### src/rtl/keypad_decoder_if.sv
// Keypad decoder bundle: scanner column index and raw rows in, debounced key report out.
// Optional key_ascii member is present only when KEYPAD_ASCII_EN is defined.
// master = the scanner/consumer side, slave = the decoder.
interface keypad_decoder_if;
  logic [1:0] count;
  logic [3:0] row;
  logic [3:0] key_code;
  logic       key_valid;
  logic       key_held;
  logic       multi_key;
`ifdef KEYPAD_ASCII_EN
  logic [7:0] key_ascii;
`endif

  modport master (
    output count, row,
    input  key_code, key_valid, key_held,
`ifdef KEYPAD_ASCII_EN
    input  key_ascii,
`endif
    input  multi_key
  );

  modport slave (
    input  count, row,
    output key_code, key_valid, key_held,
`ifdef KEYPAD_ASCII_EN
    output key_ascii,
`endif
    output multi_key
  );
endinterface

### src/rtl/keypad_decoder.sv
// 4x4 keypad decoder: syncs rows, builds 4-cycle scan frames, debounces, strobes one key code per press.
// Latency: key_valid is registered 1 clk after the frame end that completes the debounce (rows see 2 sync flops).
// No backpressure: key_valid is a single-cycle strobe; optional key_ascii output under KEYPAD_ASCII_EN.
module keypad_decoder #(
  parameter int DEBOUNCE_FRAMES = 4,
  parameter int RELEASE_FRAMES  = 2
) (
  input  logic clk,
  input  logic reset,
  keypad_decoder_if.slave kp
);

  localparam logic [7:0] DF = 8'(DEBOUNCE_FRAMES);
  localparam logic [7:0] RF = 8'(RELEASE_FRAMES);

  typedef enum logic [1:0] {IDLE, DEBOUNCE, PRESSED} state_t;

  logic [3:0] row_s1, row_s2;
  logic [1:0] cnt_d1, cnt_d2;
  logic [1:0] acc_hits;
  logic [3:0] acc_code;

  state_t     state, state_nxt;
  logic [7:0] stab, stab_nxt;
  logic [7:0] rel, rel_nxt;
  logic [3:0] cand, cand_nxt;
  logic       accept;

  logic [2:0] zeros;
  logic [2:0] sum;
  logic [1:0] hits_tot;
  logic [1:0] row_idx;
  logic       hit_now;
  logic [3:0] code_tot;
  logic       frame_end;
  logic       f_none, f_single;

  function automatic logic [7:0] sat_inc(input logic [7:0] v);
    return (v == 8'hFF) ? v : v + 8'd1;
  endfunction

`ifdef KEYPAD_ASCII_EN
  function automatic logic [7:0] to_ascii(input logic [3:0] code);
    logic [7:0] a;
    case (code)
      4'h0: a = 8'h31; 4'h1: a = 8'h32; 4'h2: a = 8'h33; 4'h3: a = 8'h41;
      4'h4: a = 8'h34; 4'h5: a = 8'h35; 4'h6: a = 8'h36; 4'h7: a = 8'h42;
      4'h8: a = 8'h37; 4'h9: a = 8'h38; 4'hA: a = 8'h39; 4'hB: a = 8'h43;
      4'hC: a = 8'h2A; 4'hD: a = 8'h30; 4'hE: a = 8'h23; default: a = 8'h44;
    endcase
    return a;
  endfunction
`endif

  // Two-flop row synchroniser with the column index delayed in lockstep.
  always_ff @(posedge clk) begin
    if (reset) begin
      row_s1 <= 4'h0;
      row_s2 <= 4'h0;
      cnt_d1 <= 2'd0;
      cnt_d2 <= 2'd0;
    end else begin
      row_s1 <= kp.row;
      row_s2 <= row_s1;
      cnt_d1 <= kp.count;
      cnt_d2 <= cnt_d1;
    end
  end

  // Classify this cycle's rows and fold them into the running frame totals.
  always_comb begin
    zeros = {2'b00, ~row_s2[0]} + {2'b00, ~row_s2[1]} + {2'b00, ~row_s2[2]} + {2'b00, ~row_s2[3]};
    hit_now = (row_s2 != 4'hF);
    row_idx = 2'd0;
    if (!row_s2[0])      row_idx = 2'd0;
    else if (!row_s2[1]) row_idx = 2'd1;
    else if (!row_s2[2]) row_idx = 2'd2;
    else if (!row_s2[3]) row_idx = 2'd3;
    sum       = {1'b0, acc_hits} + zeros;
    hits_tot  = (sum >= 3'd2) ? 2'd2 : sum[1:0];
    code_tot  = hit_now ? {row_idx, cnt_d2} : acc_code;
    frame_end = (cnt_d2 == 2'd3);
    f_none    = frame_end && (hits_tot == 2'd0);
    f_single  = frame_end && (hits_tot == 2'd1);
  end

  // Frame accumulator: clears on the frame-end cycle, which itself was already counted above.
  always_ff @(posedge clk) begin
    if (reset || frame_end) begin
      acc_hits <= 2'd0;
      acc_code <= 4'h0;
    end else begin
      acc_hits <= hits_tot;
      acc_code <= code_tot;
    end
  end

  // Debounce/release decisions, taken only at frame ends.
  always_comb begin
    state_nxt = state;
    stab_nxt  = stab;
    rel_nxt   = rel;
    cand_nxt  = cand;
    accept    = 1'b0;
    if (frame_end) begin
      case (state)
        IDLE: begin
          if (f_single) begin
            cand_nxt = code_tot;
            stab_nxt = 8'd1;
            if (DF <= 8'd1) begin
              state_nxt = PRESSED;
              rel_nxt   = 8'd0;
              accept    = 1'b1;
            end else begin
              state_nxt = DEBOUNCE;
            end
          end
        end
        DEBOUNCE: begin
          if (f_single) begin
            if (code_tot == cand) begin
              stab_nxt = sat_inc(stab);
              if (stab_nxt >= DF) begin
                state_nxt = PRESSED;
                rel_nxt   = 8'd0;
                accept    = 1'b1;
              end
            end else begin
              cand_nxt = code_tot;
              stab_nxt = 8'd1;
            end
          end else begin
            state_nxt = IDLE;
            stab_nxt  = 8'd0;
          end
        end
        PRESSED: begin
          if (f_none) begin
            rel_nxt = sat_inc(rel);
            if (rel_nxt >= RF) begin
              state_nxt = IDLE;
              rel_nxt   = 8'd0;
              stab_nxt  = 8'd0;
            end
          end else begin
            rel_nxt = 8'd0;
          end
        end
        default: begin
          state_nxt = IDLE;
          stab_nxt  = 8'd0;
          rel_nxt   = 8'd0;
        end
      endcase
    end
  end

  // FSM state, counters and registered outputs.
  always_ff @(posedge clk) begin
    if (reset) begin
      state        <= IDLE;
      stab         <= 8'd0;
      rel          <= 8'd0;
      cand         <= 4'h0;
      kp.key_code  <= 4'h0;
      kp.key_valid <= 1'b0;
      kp.key_held  <= 1'b0;
      kp.multi_key <= 1'b0;
`ifdef KEYPAD_ASCII_EN
      kp.key_ascii <= 8'h00;
`endif
    end else begin
      state        <= state_nxt;
      stab         <= stab_nxt;
      rel          <= rel_nxt;
      cand         <= cand_nxt;
      kp.key_valid <= accept;
      kp.key_held  <= (state_nxt == PRESSED);
      if (accept) begin
        kp.key_code <= cand_nxt;
`ifdef KEYPAD_ASCII_EN
        kp.key_ascii <= to_ascii(cand_nxt);
`endif
      end
      if (frame_end) kp.multi_key <= (hits_tot == 2'd2);
    end
  end

endmodule

### src/flat_wrapper.sv
// flat-port wrapper written by rule: the top's interface ports become plain ports
module keypad_decoder_flat 
#(
  parameter int DEBOUNCE_FRAMES = 4,
  parameter int RELEASE_FRAMES  = 2
)
  (clk, reset, kp_count, kp_row, kp_key_code, kp_key_valid, kp_key_held, kp_multi_key);
  keypad_decoder_if kp_i ();
  input  logic clk;
  input  logic reset;
  input wire logic [$bits(kp_i.count)-1:0] kp_count;
  input wire logic [$bits(kp_i.row)-1:0] kp_row;
  output wire logic [$bits(kp_i.key_code)-1:0] kp_key_code;
  output wire logic [$bits(kp_i.key_valid)-1:0] kp_key_valid;
  output wire logic [$bits(kp_i.key_held)-1:0] kp_key_held;
  output wire logic [$bits(kp_i.multi_key)-1:0] kp_multi_key;
  assign kp_i.count = kp_count;
  assign kp_i.row = kp_row;
  assign kp_key_code = kp_i.key_code;
  assign kp_key_valid = kp_i.key_valid;
  assign kp_key_held = kp_i.key_held;
  assign kp_multi_key = kp_i.multi_key;
  keypad_decoder #(.DEBOUNCE_FRAMES(DEBOUNCE_FRAMES), .RELEASE_FRAMES(RELEASE_FRAMES)) u_core (.clk(clk), .reset(reset), .kp(kp_i));
endmodule
### config.mk
export PLATFORM = sky130hd
export DESIGN_NAME = keypad_decoder_flat
export DESIGN_NICKNAME = d
export VERILOG_FILES = /design/src/rtl/keypad_decoder_if.sv /design/src/rtl/keypad_decoder.sv /design/src/flat_wrapper.sv
export SDC_FILE = /design/constraint.sdc
export NUM_CORES = 1
export LEC_CHECK = 0
export ABC_AREA = 1
export CAP_MARGIN = 25
export CORE_MARGIN = 2
export CORE_UTILIZATION = 39
export CTS_BUF_LIST = sky130_fd_sc_hd__clkbuf_2 sky130_fd_sc_hd__clkbuf_4 sky130_fd_sc_hd__clkbuf_8
export CTS_CLUSTER_SIZE = 30
export DETAILED_ROUTE_END_ITERATION = 10
export GPL_ROUTABILITY_DRIVEN = 0
export GPL_TIMING_DRIVEN = 0
export HOLD_SLACK_MARGIN = 0.1
export PLACE_DENSITY_LB_ADDON = 0.12
export RECOVER_POWER = 25
export SETUP_SLACK_MARGIN = 0.1
export SKIP_CTS_REPAIR_TIMING = 1
export SLEW_MARGIN = 20
export SYNTH_ARGS = -nofsm -noshare
export SYNTH_HDL_FRONTEND = slang
export SYNTH_SLANG_ARGS = --single-unit
### constraint.sdc
create_clock -name clk -period 8.3 [get_ports clk]
set_input_delay 2.49 -clock clk [delete_from_list [all_inputs] [get_ports clk]]
set_output_delay 2.49 -clock clk [all_outputs]
set_load 0.02 [all_outputs]
-- Word-level counts from Yosys, hierarchy flattened
Index checks and enable logic that the tools add are counted.
- add/sub/neg operators: 6
- magnitude comparators: 3
- eq/ne operators: 16
- mux-type cells: 38
- bitwise gates (word level): 5
- reductions and logical operators: 7
- operator list (cell ; number):
    8-bit 2-to-1 mux ; 12
    8-bit case mux with 3 select lines ; 2
    2-bit 2-to-1 mux ; 12
    4-bit 2-to-1 mux ; 5
    8-bit by 1-bit adder with 8-bit output (second input constant) ; 2
    8-bit == test (second input constant) ; 2
    2-bit by 1-bit inequality test with 1-bit output (second input constant) ; 6
    2-bit == test (second input constant) ; 4
    8-bit by 2-bit greater-or-equal comparator with 1-bit output (second input constant) ; 1
    8-bit by 3-bit greater-or-equal comparator with 1-bit output (second input constant) ; 1
    4-bit case mux with 2 select lines ; 1
    3-bit by 1-bit adder with 3-bit output ; 2
    2-bit case mux with 3 select lines ; 1
    1-bit 2-to-1 mux ; 5
    1-bit NOT ; 5
    5-bit AND reduction ; 1
    2-bit by 1-bit == test with 1-bit output (second input constant) ; 2
    4-bit == test ; 1
    2-bit zero test ; 2
    4-bit inequality test (second input constant) ; 1
    4-bit AND reduction ; 1
    2-bit by 3-bit adder with 3-bit output ; 1
    3-bit by 2-bit greater-or-equal comparator with 1-bit output (second input constant) ; 1
    1-bit by 1-bit adder with 2-bit output ; 1
    2 further kinds ; 3
- register bits after elaboration: 47
- bits of input ports: 8
- output and inout port bits: 7
- word-level logic and storage cells: 89

-- Longest topological paths before layout
Gate-level depths: netlist of run 1.
- word-level depth: 13
- depth in mapped cells: 18
- mapped depth without buffers: 18

-- Least setup slack after synthesis of run 1
No wires, ideal clock.
- kind: input to register
- start: input reset
- end: register u_core.kp.key_code[1]
- arrival: 3225 ps
- path slack: 4962 ps
- cell stages on the path: 5
- buffers on the path: 2
- cell sequence: clkbuf_1 inv_2 buf_4 nand3_1 nand2_1
- RTL lines (item ; RTL line ; source):
    from (decl) ; flat_wrapper.sv:10 ; input logic reset;
    to (signal assigned) ; keypad_decoder.sv:181 ; kp.key_code <= cand_nxt;
    to (decl) ; keypad_decoder_if.sv:26 ; output key_code, key_valid, key_held,

-- Worst setup path in the final report of run 1
- start: register u_core.kp.multi_key
- end: output kp_multi_key
- RTL lines (item ; RTL line ; source):
    from (decl) ; keypad_decoder_if.sv:30 ; output multi_key
    from (signal assigned) ; keypad_decoder.sv:186 ; if (frame_end) kp.multi_key <= (hits_tot == 2'd2);
    to (decl) ; flat_wrapper.sv:16 ; output wire logic [$bits(kp_i.multi_key)-1:0] kp_multi_key;
No word-level cell between the ends.

==> metrics.md, run 1 <==
| Metric | Value |
|---|---|
| Post-synth EDFFs | `0` |
| Synth Flop Type | `dfxtp_1` |
| Critical path buffers and inverters | `1` |
| Clock Path Buffers | `2` |
| Worst skew pair latency | `0.29 ns` |
| Cts bufs inserted | `5` |
| Largest net degree at the start of global routing | `15` |
| Slew headroom | `0.612` |
| Pre-antenna DRT Iters | `4` |
| Final Util | `0.468` |
| Setup crit end | `kp_multi_key` |
| Worst slew pin tran | `0.582 ns` |
| CTS tree | `done` |
| FF/Latch Area | `941 sq um` |
| Crit path arrival time | `1.24 ns` |
| Final min period | `3.73 ns` |
| Crit-path max FO | `2` |
| DRT antenna net count | `0` |
| Fin nets | `356` |
| Post-synthesis sequential area ratio | `0.417` |
| Setup tns final | `0 ns` |
| Crit path depth | `1` |
| Placeable Area | `0.00554 sq mm` |
| Placed insts | `405` |
| Top-Level Pins | `15` |
| Chip Height | `80.1 um` |
| Async SR Flop Fraction | `0` |
| CP delay by family, top | `buffers and inverters` |
| Register-to-Register Path Depth | `15` |
| # rows | `27` |
| Sw power | `0.000115 W` |
| Clock Power Share | `0.370` |
| Antenna Cells | `0` |
| Remaining Overflow, GRT | `0` |
| # Max-Cap Violations | `0` |
| IO buf count | `13` |
| PnR Total Power | `0.000466 W` |
| Slowest-stage cell, CP | `clkdlybuf4s50_1` |
| Share of cells above drive strength 1 | `0.0821` |
| Starting DRT DRC Count | `74` |
| Power Dens Cells | `180 mW/mm^2` |
| Post-synthesis cell count | `320` |
| Post-route clock period utilization | `0.450` |
| Die W | `80.1 um` |
| RR Endpoint | `u_core.cand[2]$_SDFF_PP0_` |
| Wire length per cell | `10.4 um` |
| Die Footprint | `0.00642 sq mm` |
| Sw Share | `0.247` |
| Initial cell density of the core | `0.408` |
| Slew Viols, Final | `0` |
| First-pass GRT wire length | `7940 um` |
| Setup crit start | `u_core.kp.multi_key$_SDFFE_PP0P_` |
| Max incr delay on CP | `0.60 ns` |
| GRT Total Usage | `0.155` |
| Via/cell ratio | `4.55` |
| Root buf cell | `clkbuf_8` |
| H-Tree Depth | `2` |
| Final Skew | `0.00784 ns` |
| Leakage | `1.21 nW` |
| Clock-pin transition on the worst setup and hold timing paths | `0.09 ns` |
| Startpoint Class | `flop` |
| Status | `completed` |
| Data required time at the worst endpoint | `5.81 ns` |
| Crit. End Element | `output port` |
| Hpwl dp | `3230 um` |
| Fmax | `268 MHz` |
| Fillers | `598` |
| Final setup viols | `0` |
| Multi-input logic area | `0.00110 sq mm` |
| Register bit total from synthesis | `47` |
| HP Class | `reg -> reg` |
| Gate power share | `0.124` |
| RSZ-0062 raised after global routing | `no` |
| Via count | `1880` |
| Reg2Reg Launch Point | `u_core.row_s2[0]$_SDFF_PP0_` |
| Post-synth cell types | `31` |
| Area delta synth->final | `14.8%` |
| Post-Layout Cell Count | `413` |
| Vias in the first global route | `1814` |
| DRT Wirelength | `4290 um` |
| Synth Cell Area | `0.00226 sq mm` |
| Worst R2R Setup Slack | `4.73 ns` |
| CP Class | `reg -> out` |
| Drc violations | `0` |
| YS warnings | `0` |
| Peak supply drop | `0.0000838 V` |
| Initial antenna violation count | `0` |
| Final Hold Vio Count | `0` |
| Clk sinks | `47` |
| Internal power | `0.000351 W` |
| Crit-path cells | `clkdlybuf4s50_1` |
| Net Count, Synth | `336` |
| Mean Syn Cell Area | `7.06 sq um` |
| Seq pwr share | `0.506` |
[cell usage after synthesis, types with 3 or more instances]
| cell | instances | area [sq um] |
|---|---|---|
| nand2_1 | 82 | 308 |
| inv_1 | 51 | 191 |
| dfxtp_1 | 47 | 941 |
| nor2_1 | 43 | 161 |
| nand3_1 | 25 | 125 |
| a21oi_1 | 11 | 55.1 |
| o21ai_0 | 10 | 50.1 |
| nand2_2 | 9 | 56.3 |
| ha_1 | 6 | 75.1 |
| nand4_1 | 4 | 25.0 |
| nor2_2 | 3 | 18.8 |
| nor3_1 | 3 | 15.0 |
[worst min-delay path by stage]
| stage | from | end | cells after the start |
|---|---|---|---|
| final | u_core.row_s1[1]$_SDFF_PP0_ | u_core.row_s2[1]$_SDFF_PP0_ | 2 |
| after global routing | u_core.row_s1[1]$_SDFF_PP0_ | u_core.row_s2[1]$_SDFF_PP0_ | 2 |
| after CTS | u_core.row_s1[2]$_SDFF_PP0_ | u_core.row_s2[2]$_SDFF_PP0_ | 2 |
| after detailed placement | u_core.cnt_d1[0]$_SDFF_PP0_ | u_core.cnt_d2[0]$_SDFF_PP0_ | 2 |
| after global placement | u_core.cnt_d1[1]$_SDFF_PP0_ | u_core.cnt_d2[1]$_SDFF_PP0_ | 2 |
| after floorplan | u_core.cnt_d1[0]$_SDFF_PP0_ | u_core.cnt_d2[0]$_SDFF_PP0_ | 2 |
[tightest hold or removal path, stage by stage, from the launching register on]
cell,delay [ns]
dfxtp_1,0.30
inv_1,0.04
nor2_1,0.03
[sequential cells by signal, indices dropped and copies added, names as in the netlist]
register / cells
u_core.kp.key_valid: 1
u_core.cnt_d1: 2
u_core.cand: 4
u_core.row_s2: 4
u_core.acc_hits: 2
u_core.kp.key_held: 1
u_core.stab: 8
u_core.rel: 8
u_core.row_s1: 4
u_core.kp.multi_key: 1
u_core.kp.key_code: 4
u_core.acc_code: 4
u_core.state: 2
u_core.cnt_d2: 2
[through the flow]
step / worst slack (ns) / area [sq um] / hold slack [ns]
2_1_floorplan: 4.96 / 2260 / 0.388
3_5_place_dp: 4.59 / 2480 / 0.398
5_1_grt: 4.39 / 2590 / 0.440
6_report: 4.57 / 2590 / 0.408
4_1_cts: 4.54 / 2600 / 0.411
3_3_place_gp: 4.61 / 2480 / 0.389
[area by class of cell]
cell class,instances,share of cell area
Timing Repair Buffer,13,0.0502
Clock buffer,6,0.0318
Clock inverter,2,0.0135
Inverter,54,0.0781
Multi-Input combinational cell,216,0.423
Tap cell,72,0.0347
Sequential cell,47,0.363
Buffer,3,0.00579
[logic make-up (layout without fill, tap and decap cells)]
logic type	Yosys count	count (layout)	share of synthesized area
AOI/OAI and AO/OA	26	26	0.0615
xor gates and xnor gates	2	2	0.00776
adders and majority gates	8	8	0.0510
buffers and inverters	57	78	0.0964
DFF	47	47	0.417
and+or+nand+nor	180	180	0.367
[cells in the final DEF, fill, tap and decap left out, types with 3 or more instances in the layout]
cell	netlist	routed
clkdlybuf4s50_1	0	13
dfxtp_1	47	47
nor3_1	3	3
o21ai_0	10	10
nand3_1	25	25
inv_1	51	52
nor2_1	43	44
nand2_1	82	82
ha_1	6	6
nand4_1	4	4
clkbuf_8	0	6
a21oi_1	11	11
nand2_2	9	9
[power groups by stage]
stage / Sequential, W / Combinational, W / Clock (W)
after floorplan: 0.000241 / 0.0000451 / 0
after detailed placement: 0.000242 / 0.0000613 / 0
after global routing: 0.000237 / 0.0000664 / 0.000188
final: 0.000236 / 0.0000577 / 0.000173
after global placement: 0.000242 / 0.0000597 / 0
after CTS: 0.000236 / 0.0000616 / 0.000178
[per-layer routing]
metal  routed length (um)  up-vias  global-route usage
met1                 2280      820               0.220
met4                   47        0              0.0458
met2                 1810       24               0.242
li1                     -     1032                   -
met5                    0        -                   0
met3                  146        4              0.0270
Note: power is estimated with default switching activity, not from simulation.
==> inputs of run 2 (changes only) <==
Clock period 8.3 ns to 3.5 ns, I/O delays scaled along.
==> run 2 against run 1 <==
- flip-flop and latch count is the same
- power grew 140%
- highest routed layer unchanged
- worst hold slack lost 0.0066 ns
- clock power grew 140%
- wire length grew 2.2%
==> metrics.md, run 2 (synthesized netlist as in run 1, its figures left out) <==
| Metric | Value |
|---|---|
| Chip Height | `80.1 um (unchanged)` |
| Multi-input logic area | `0.00112 sq mm (was 0.00110 sq mm)` |
| Leakage | `1.22 nW (was 1.21 nW)` |
| Crit-path cells | `inv_1 -> ha_1 -> fa_1 -> ha_1 -> inv_1 -> fa_1 -> nor2_2 -> nor2_4 -> nand2_2 -> nand3_1 -> nand2_1 -> nand2_1 -> nor2_4 -> buf_4 -> nand2_1 -> nand2_4 -> nor2_1 (was clkdlybuf4s50_1)` |
| Top-Level Pins | `15 (unchanged)` |
| Root buf cell | `clkbuf_8 (unchanged)` |
| DRT Wirelength | `4380 um (was 4290 um)` |
| Slew headroom | `0.596 (was 0.612)` |
| Startpoint Class | `flop (unchanged)` |
| CP most frequent cell | `nand2_1` |
| Most frequent cells in the layout | `82 x nand2_1, 51 x inv_1, 45 x dfxtp_1 (was 82 x nand2_1, 52 x inv_1, 47 x dfxtp_1)` |
| CTS tree | `done (unchanged)` |
| Share of cells above drive strength 1 | `0.108 (was 0.0821)` |
| Final Skew | `0.00612 ns (was 0.00784 ns)` |
| Status | `completed (unchanged)` |
| GRT Total Usage | `0.155 (unchanged)` |
| Wire length per cell | `10.6 um (was 10.4 um)` |
| Die Footprint | `0.00642 sq mm (unchanged)` |
| Via/cell ratio | `4.57 (was 4.55)` |
| First-pass GRT wire length | `7940 um (unchanged)` |
| Fmax | `318 MHz` |
| Remaining Overflow, GRT | `0 (unchanged)` |
| CP Class | `reg -> reg (was reg -> out)` |
| FF/Latch Area | `943 sq um (was 941 sq um)` |
| Pre-antenna DRT Iters | `5 (was 4)` |
| Power Dens Cells | `428 mW/mm^2 (was 180 mW/mm^2)` |
| Placed cell area | `0.00248 sq mm (unchanged)` |
| Die W | `80.1 um (unchanged)` |
| Post-route clock period utilization | `0.898` |
| Crit-path max FO | `7 (was 2)` |
| Worst skew pair latency | `0.29 ns (about the same)` |
| Critical path buffers and inverters | `3 (was 1)` |
| Area delta synth->final | `17.0% (was 14.8%)` |
| Commonest non-fill, non-tap cell in the layout | `nand2_1 (unchanged)` |
| H-Tree Depth | `2 (unchanged)` |
| Initial antenna violation count | `0 (unchanged)` |
| DRT antenna net count | `0 (unchanged)` |
| Antenna Cells | `0 (unchanged)` |
| Design Area, Final | `0.00264 sq mm (was 0.00259 sq mm)` |
| Final min period | `3.14 ns` |
| Clk sinks | `47 (unchanged)` |
| Setup tns final | `0 ns (unchanged)` |
| Largest regs | `u_core.rel x8, u_core.stab x8 (unchanged)` |
| Fillers | `598 (unchanged)` |
| Final Hold Vio Count | `0 (unchanged)` |
| IO buf count | `13 (unchanged)` |
| # Max-Cap Violations | `0 (unchanged)` |
| Final setup viols | `0 (unchanged)` |
| Cts bufs inserted | `5 (unchanged)` |
| Peak supply drop | `0.000208 V (was 0.0000838 V)` |
| Hpwl dp | `3230 um (unchanged)` |
| RSZ-0062 raised after global routing | `no (unchanged)` |
| Vias in the first global route | `1814 (unchanged)` |
| Clock-pin transition on the worst setup and hold timing paths | `0.09 ns (about the same)` |
| Final Util | `0.477 (was 0.468)` |
| Fin nets | `358 (was 356)` |
| Largest net degree at the start of global routing | `15 (unchanged)` |
| Slowest-stage cell, CP | `fa_1 (was clkdlybuf4s50_1)` |
| Initial cell density of the core | `0.408 (unchanged)` |
| Starting DRT DRC Count | `83 (was 74)` |
| Via count | `1897 (was 1880)` |
| Placeable Area | `0.00554 sq mm (unchanged)` |
| Data required time at the worst endpoint | `3.69 ns (was 5.81 ns)` |
| Pre-CTS setup slack | `0.0506 ns (was 4.59 ns)` |
| CP delay by family, top | `adder cells (was buffers and inverters)` |
| Crit path arrival time | `3.34 ns (was 1.24 ns)` |
| Max incr delay on CP | `0.48 ns (was 0.60 ns)` |
| Crit. End Element | `flop (was output port)` |
| Worst Setup Slack, final | `0.357 ns (was 4.57 ns)` |
| Clock Path Buffers | `2 (unchanged)` |
| HP Class | `reg -> reg (unchanged)` |
| Slew Viols, Final | `0 (unchanged)` |
| Worst slew pin tran | `0.606 ns (was 0.582 ns)` |
| # rows | `27 (unchanged)` |
| Drc violations | `0 (unchanged)` |
==> run 2: changes by cell type in the layout (fill, tap and decap cells not counted), sizes merged <==
cell      delta
clkinv       -1
clkinvlp     +2
buf          +1
==> run 2: path summary, 6_finish.rpt <==
| check | slack (ns) | cells past startpoint | start | endpoint |
|---|---|---|---|---|
| max | 0.36 | 17 | u_core.row_s2[0]$_SDFF_PP0_ | u_core.stab[5]$_SDFFE_PP0P_ |
| min | 0.40 | 2 | u_core.row_s1[1]$_SDFF_PP0_ | u_core.row_s2[1]$_SDFF_PP0_ |
| max reg2reg | 0.36 | 17 | u_core.row_s2[0]$_SDFF_PP0_ | u_core.stab[5]$_SDFFE_PP0P_ |
| min reg2reg | 0.40 | 2 | u_core.row_s1[1]$_SDFF_PP0_ | u_core.row_s2[1]$_SDFF_PP0_ |
==> run 2: through the flow <==
stage	cells	hold slack, ns	power, W
2_1_floorplan	320	0.388	0.000678
3_3_place_gp	405	0.389	0.000715
3_5_place_dp	405	0.398	0.000718
4_1_cts	413	0.411	0.00113
5_1_grt	415	0.433	0.00119
6_report	415	0.402	0.00113
==> run 2: final cells by class <==
type / instances / area share
timing repair buffer: 14 / 0.0521
tap: 72 / 0.0341
timing repair inverter: 1 / 0.00284
buffer: 3 / 0.00568
sequential: 47 / 0.357
inverter: 54 / 0.0781
multi-input combinational: 216 / 0.426
clock buffer: 6 / 0.0313
clock inverter: 2 / 0.0133
==> run 2: per-layer routing <==
layer  vias up  global-route usage  wire length (um)
met5         -                   0                 0
met4         0              0.0458                29
met3         2              0.0270                78
met2        14               0.242              1900
met1       845               0.220              2370
li1       1036                   -                 -
==> run 2: worst reg2reg max path, stage by stage (launching register included) <==
cell and delay (ns):
dfxtp_2 0.36, inv_1 0.05, ha_1 0.30, fa_1 0.48, ha_1 0.13, inv_1 0.04
fa_1 0.39, nor2_2 0.16, nor2_4 0.07, nand2_2 0.10, nand3_1 0.11, nand2_1 0.07
nand2_1 0.10, nor2_4 0.25, buf_4 0.16, nand2_1 0.08, nand2_4 0.11, nor2_1 0.06
==> run 2: power by group <==
part | internal [W] | total (W) | switching [W]
sequential | 0.000552 | 0.000560 | 0.00000836
clock | 0.000231 | 0.000410 | 0.000179
combinational | 0.0000594 | 0.000160 | 0.000101
total | 0.000843 | 0.00113 | 0.000288
==> inputs of run 3 (changes only) <==
Settings changed: ABC_AREA 1 to unset.
==> run 3 against run 2 <==
- clock-buffer cell count shrank 1
- critical path depth is 5 lower
- critical endpoint is now u_core.kp.key_code[0]$_SDFFE_PP0P_
- utilization fell by 0.097 points
- highest routed layer unchanged
- sequential power barely moved
- via count shrank 8.3%
==> metrics.md, run 3 <==
| Metric | Value |
|---|---|
| Status | `completed (unchanged)` |
| Initial antenna violation count | `0 (unchanged)` |
| Wire length per cell | `13.2 um (was 10.6 um)` |
| Crit-path max FO | `5 (was 7)` |
| Remaining Overflow, GRT | `0 (unchanged)` |
| PnR Total Power | `0.00115 W (was 0.00113 W)` |
| Post-synth cell types | `48 (was 31)` |
| Post-synthesis sequential area ratio | `0.426 (was 0.417)` |
| Placed cell area | `0.00244 sq mm (was 0.00248 sq mm)` |
| Worst skew pair latency | `0.30 ns (was 0.29 ns)` |
| Synth area leaders | `dfxtp_1 43%, nor2_1 4.4%, nor2b_1 4.2% (was dfxtp_1 42%, nand2_1 14%, inv_1 8.5%)` |
| Via/cell ratio | `5.14 (was 4.57)` |
| Area delta synth->final | `18.0% (was 17.0%)` |
| Data required time at the worst endpoint | `3.69 ns (about the same)` |
| GRT Total Usage | `0.157 (was 0.155)` |
| Synth Cell Area | `0.00221 sq mm (was 0.00226 sq mm)` |
| Met3 usage | `0.0307 (was 0.0270)` |
| Peak supply drop | `0.000245 V (was 0.000208 V)` |
| Async SR Flop Fraction | `0 (unchanged)` |
| CTS tree | `done (unchanged)` |
| Clock Path Buffers | `2 (unchanged)` |
| # rows | `27 (unchanged)` |
| Startpoint Class | `flop (unchanged)` |
| Crit. End Element | `flop (unchanged)` |
| HP Class | `reg -> reg (unchanged)` |
| First-pass GRT wire length | `7820 um (was 7940 um)` |
| Worst Setup Slack, final | `0.343 ns (was 0.357 ns)` |
| Design Area, Final | `0.00261 sq mm (was 0.00264 sq mm)` |
| Initial cell density of the core | `0.404 (was 0.408)` |
| Post-synthesis cell count | `242 (was 320)` |
| Antenna Cells | `0 (unchanged)` |
| Crit path arrival time | `3.35 ns (was 3.34 ns)` |
| Setup tns final | `0 ns (unchanged)` |
| Final setup viols | `0 (unchanged)` |
| CP Class | `reg -> reg (unchanged)` |
| Register bit total from synthesis | `47 (unchanged)` |
| Commonest non-fill, non-tap cell in the layout | `dfxtp_1 (was nand2_1)` |
| Via count | `1739 (was 1897)` |
| Chip Height | `79.3 um (was 80.1 um)` |
| Most frequent cell after synthesis | `dfxtp_1 (was nand2_1)` |
| DRT antenna net count | `0 (unchanged)` |
| DRT Wirelength | `4480 um (was 4380 um)` |
| Grt met1 use | `0.214 (was 0.220)` |
| Pre-CTS setup slack | `-0.224 ns (was 0.0506 ns)` |
| Die W | `79.3 um (was 80.1 um)` |
| Most common library cells after synthesis | `47 x dfxtp_1, 26 x nor2_1, 15 x nor2b_1 (was 82 x nand2_1, 51 x inv_1, 47 x dfxtp_1)` |
| Most frequent cells in the layout | `47 x dfxtp_1, 25 x nor2_1, 15 x nor2b_1 (was 82 x nand2_1, 51 x inv_1, 45 x dfxtp_1)` |
| Worst slew pin tran | `0.657 ns (was 0.606 ns)` |
| Post-synth EDFFs | `0 (unchanged)` |
| Post-route clock period utilization | `0.902 (was 0.898)` |
| Slew headroom | `0.562 (was 0.596)` |
| Slew Viols, Final | `0 (unchanged)` |
| Hpwl dp | `3170 um (was 3230 um)` |
| IO buf count | `14 (was 13)` |
| Share of cells above drive strength 1 | `0.109 (was 0.108)` |
| Slowest-stage cell, CP | `fa_1 (unchanged)` |
| Placeable Area | `0.00547 sq mm (was 0.00554 sq mm)` |
| Synth Flop Type | `dfxtp_1 (unchanged)` |
| RSZ-0062 raised after global routing | `no (unchanged)` |
| Fmax | `317 MHz (was 318 MHz)` |
| Vias in the first global route | `1674 (was 1814)` |
| Max incr delay on CP | `0.48 ns (about the same)` |
| Fin nets | `281 (was 358)` |
| Largest net degree at the start of global routing | `17 (was 15)` |
| Final min period | `3.16 ns (was 3.14 ns)` |
| Final Hold Vio Count | `0 (unchanged)` |
| Worst R2R Setup Slack | `0.34 ns (was 0.36 ns)` |
| Crit-path cells | `inv_1 -> ha_1 -> fa_1 -> ha_1 -> inv_1 -> fa_1 -> xor2_2 -> nand3_2 -> nor2_4 -> and2_1 -> nand3_2 -> mux2_2 (was inv_1 -> ha_1 -> fa_1 -> ha_1 -> inv_1 -> fa_1 -> nor2_2 -> nor2_4 -> nand2_2 -> nand3_1 -> nand2_1 -> nand2_1 -> nor2_4 -> buf_4 -> nand2_1 -> nand2_4 -> nor2_1)` |
| Die Footprint | `0.00628 sq mm (was 0.00642 sq mm)` |
| Pre-antenna DRT Iters | `4 (was 5)` |
| Leakage | `0.976 nW (was 1.22 nW)` |
| Drc violations | `0 (unchanged)` |
| WHS | `0.442 ns (was 0.402 ns)` |
| H-Tree Depth | `2 (unchanged)` |
| GRT busiest layer | `met2 (unchanged)` |
| Largest regs | `u_core.rel x8, u_core.stab x8 (unchanged)` |
| Synth top area share | `0.426 (was 0.417)` |
| Fillers | `544 (was 598)` |
| Mean Syn Cell Area | `9.13 sq um (was 7.06 sq um)` |
| Final Skew | `0.00662 ns (was 0.00612 ns)` |
| Clk sinks | `47 (unchanged)` |
| GRT met2 Usage | `0.250 (was 0.242)` |
| Top-Level Pins | `15 (unchanged)` |
| Clock-pin transition on the worst setup and hold timing paths | `0.10 ns (was 0.09 ns)` |
| Cts bufs inserted | `5 (unchanged)` |
| Root buf cell | `clkbuf_8 (unchanged)` |
| Largest area contributor in the netlist | `dfxtp_1 (unchanged)` |
| Starting DRT DRC Count | `86 (was 83)` |
| Net Count, Synth | `258 (was 336)` |
| # Max-Cap Violations | `0 (unchanged)` |
| Power Dens Cells | `440 mW/mm^2 (was 428 mW/mm^2)` |
| YS warnings | `0 (unchanged)` |
==> run 3: changes by cell type in the layout (fill, tap and decap cells not counted), sizes merged, moves of 6 or more <==
cell and change:
nand2 -81, inv -43, nor2 -22, nand3 -18, nor2b +15, and2 +14
a211oi +13, o21ai -10, clkbuf +9, and4 +6
==> run 3: area by class of cell <==
type                       instances  area [sq um]  area share
buffer                            15          66.3      0.0255
clock buffer                       5          68.8      0.0264
clock inverter                     3          46.3      0.0178
inverter                           9          33.8      0.0130
multi-input combinational        171          1200       0.462
sequential                        47           941       0.361
tap                               72          90.1      0.0346
timing repair buffer              16           155      0.0596
==> run 3: worst paths after layout <==
path                               startpoint                                 end  cells after the start
setup / recovery  u_core.row_s2[0]$_SDFF_PP0_  u_core.kp.key_code[0]$_SDFFE_PP0P_                     12
hold / removal    u_core.row_s1[0]$_SDFF_PP0_         u_core.row_s2[0]$_SDFF_PP0_                      1
setup reg to reg  u_core.row_s2[0]$_SDFF_PP0_  u_core.kp.key_code[0]$_SDFFE_PP0P_                     12
hold reg to reg   u_core.row_s1[0]$_SDFF_PP0_         u_core.row_s2[0]$_SDFF_PP0_                      1
==> run 3: per-stage QoR <==
step | cells | utilization
5_1_grt | 338 | 0.476
4_1_cts | 336 | 0.467
3_3_place_gp | 328 | 0.446
3_5_place_dp | 328 | 0.446
6_report | 338 | 0.476
2_1_floorplan | 242 | -
==> run 3: power breakdown <==
part / internal, W / leakage [nW] / switching (W)
logic: 0.0000726 / 0.539 / 0.000103
clock network: 0.000215 / 0.0548 / 0.000196
registers: 0.000552 / 0.382 / 0.00000716
total: 0.000840 / 0.976 / 0.000306
==> run 3: routing by layer <==
| metal | vias to the layer above | wire length (um) |
|---|---|---|
| li1 | 897 | - |
| met1 | 814 | 2230 |
| met2 | 26 | 2080 |
| met3 | 2 | 140 |
| met4 | 0 | 24 |
| met5 | - | 0 |
==> run 3: critical path, delay by kind of cell (launching register included) <==
family                   cells  cell delay (ns)
XOR/XNOR                     1             0.20
adder cells (fa/ha/maj)      4             1.32
buffers and inverters        2             0.13
flip-flops                   1             0.39
multiplexers                 1             0.33
AND/OR/NAND/NOR              4             0.67
==> run 3: logic make-up (layout without fill, tap and decap cells) <==
family,after synthesis,in the layout,share of synthesized area
simple gates,107,107,0.269
buf+inv,24,48,0.0453
xor+xnor,7,7,0.0278
flops,47,47,0.426
compound gates,42,42,0.146
mux,7,7,0.0334
fa+ha+maj,8,8,0.0521
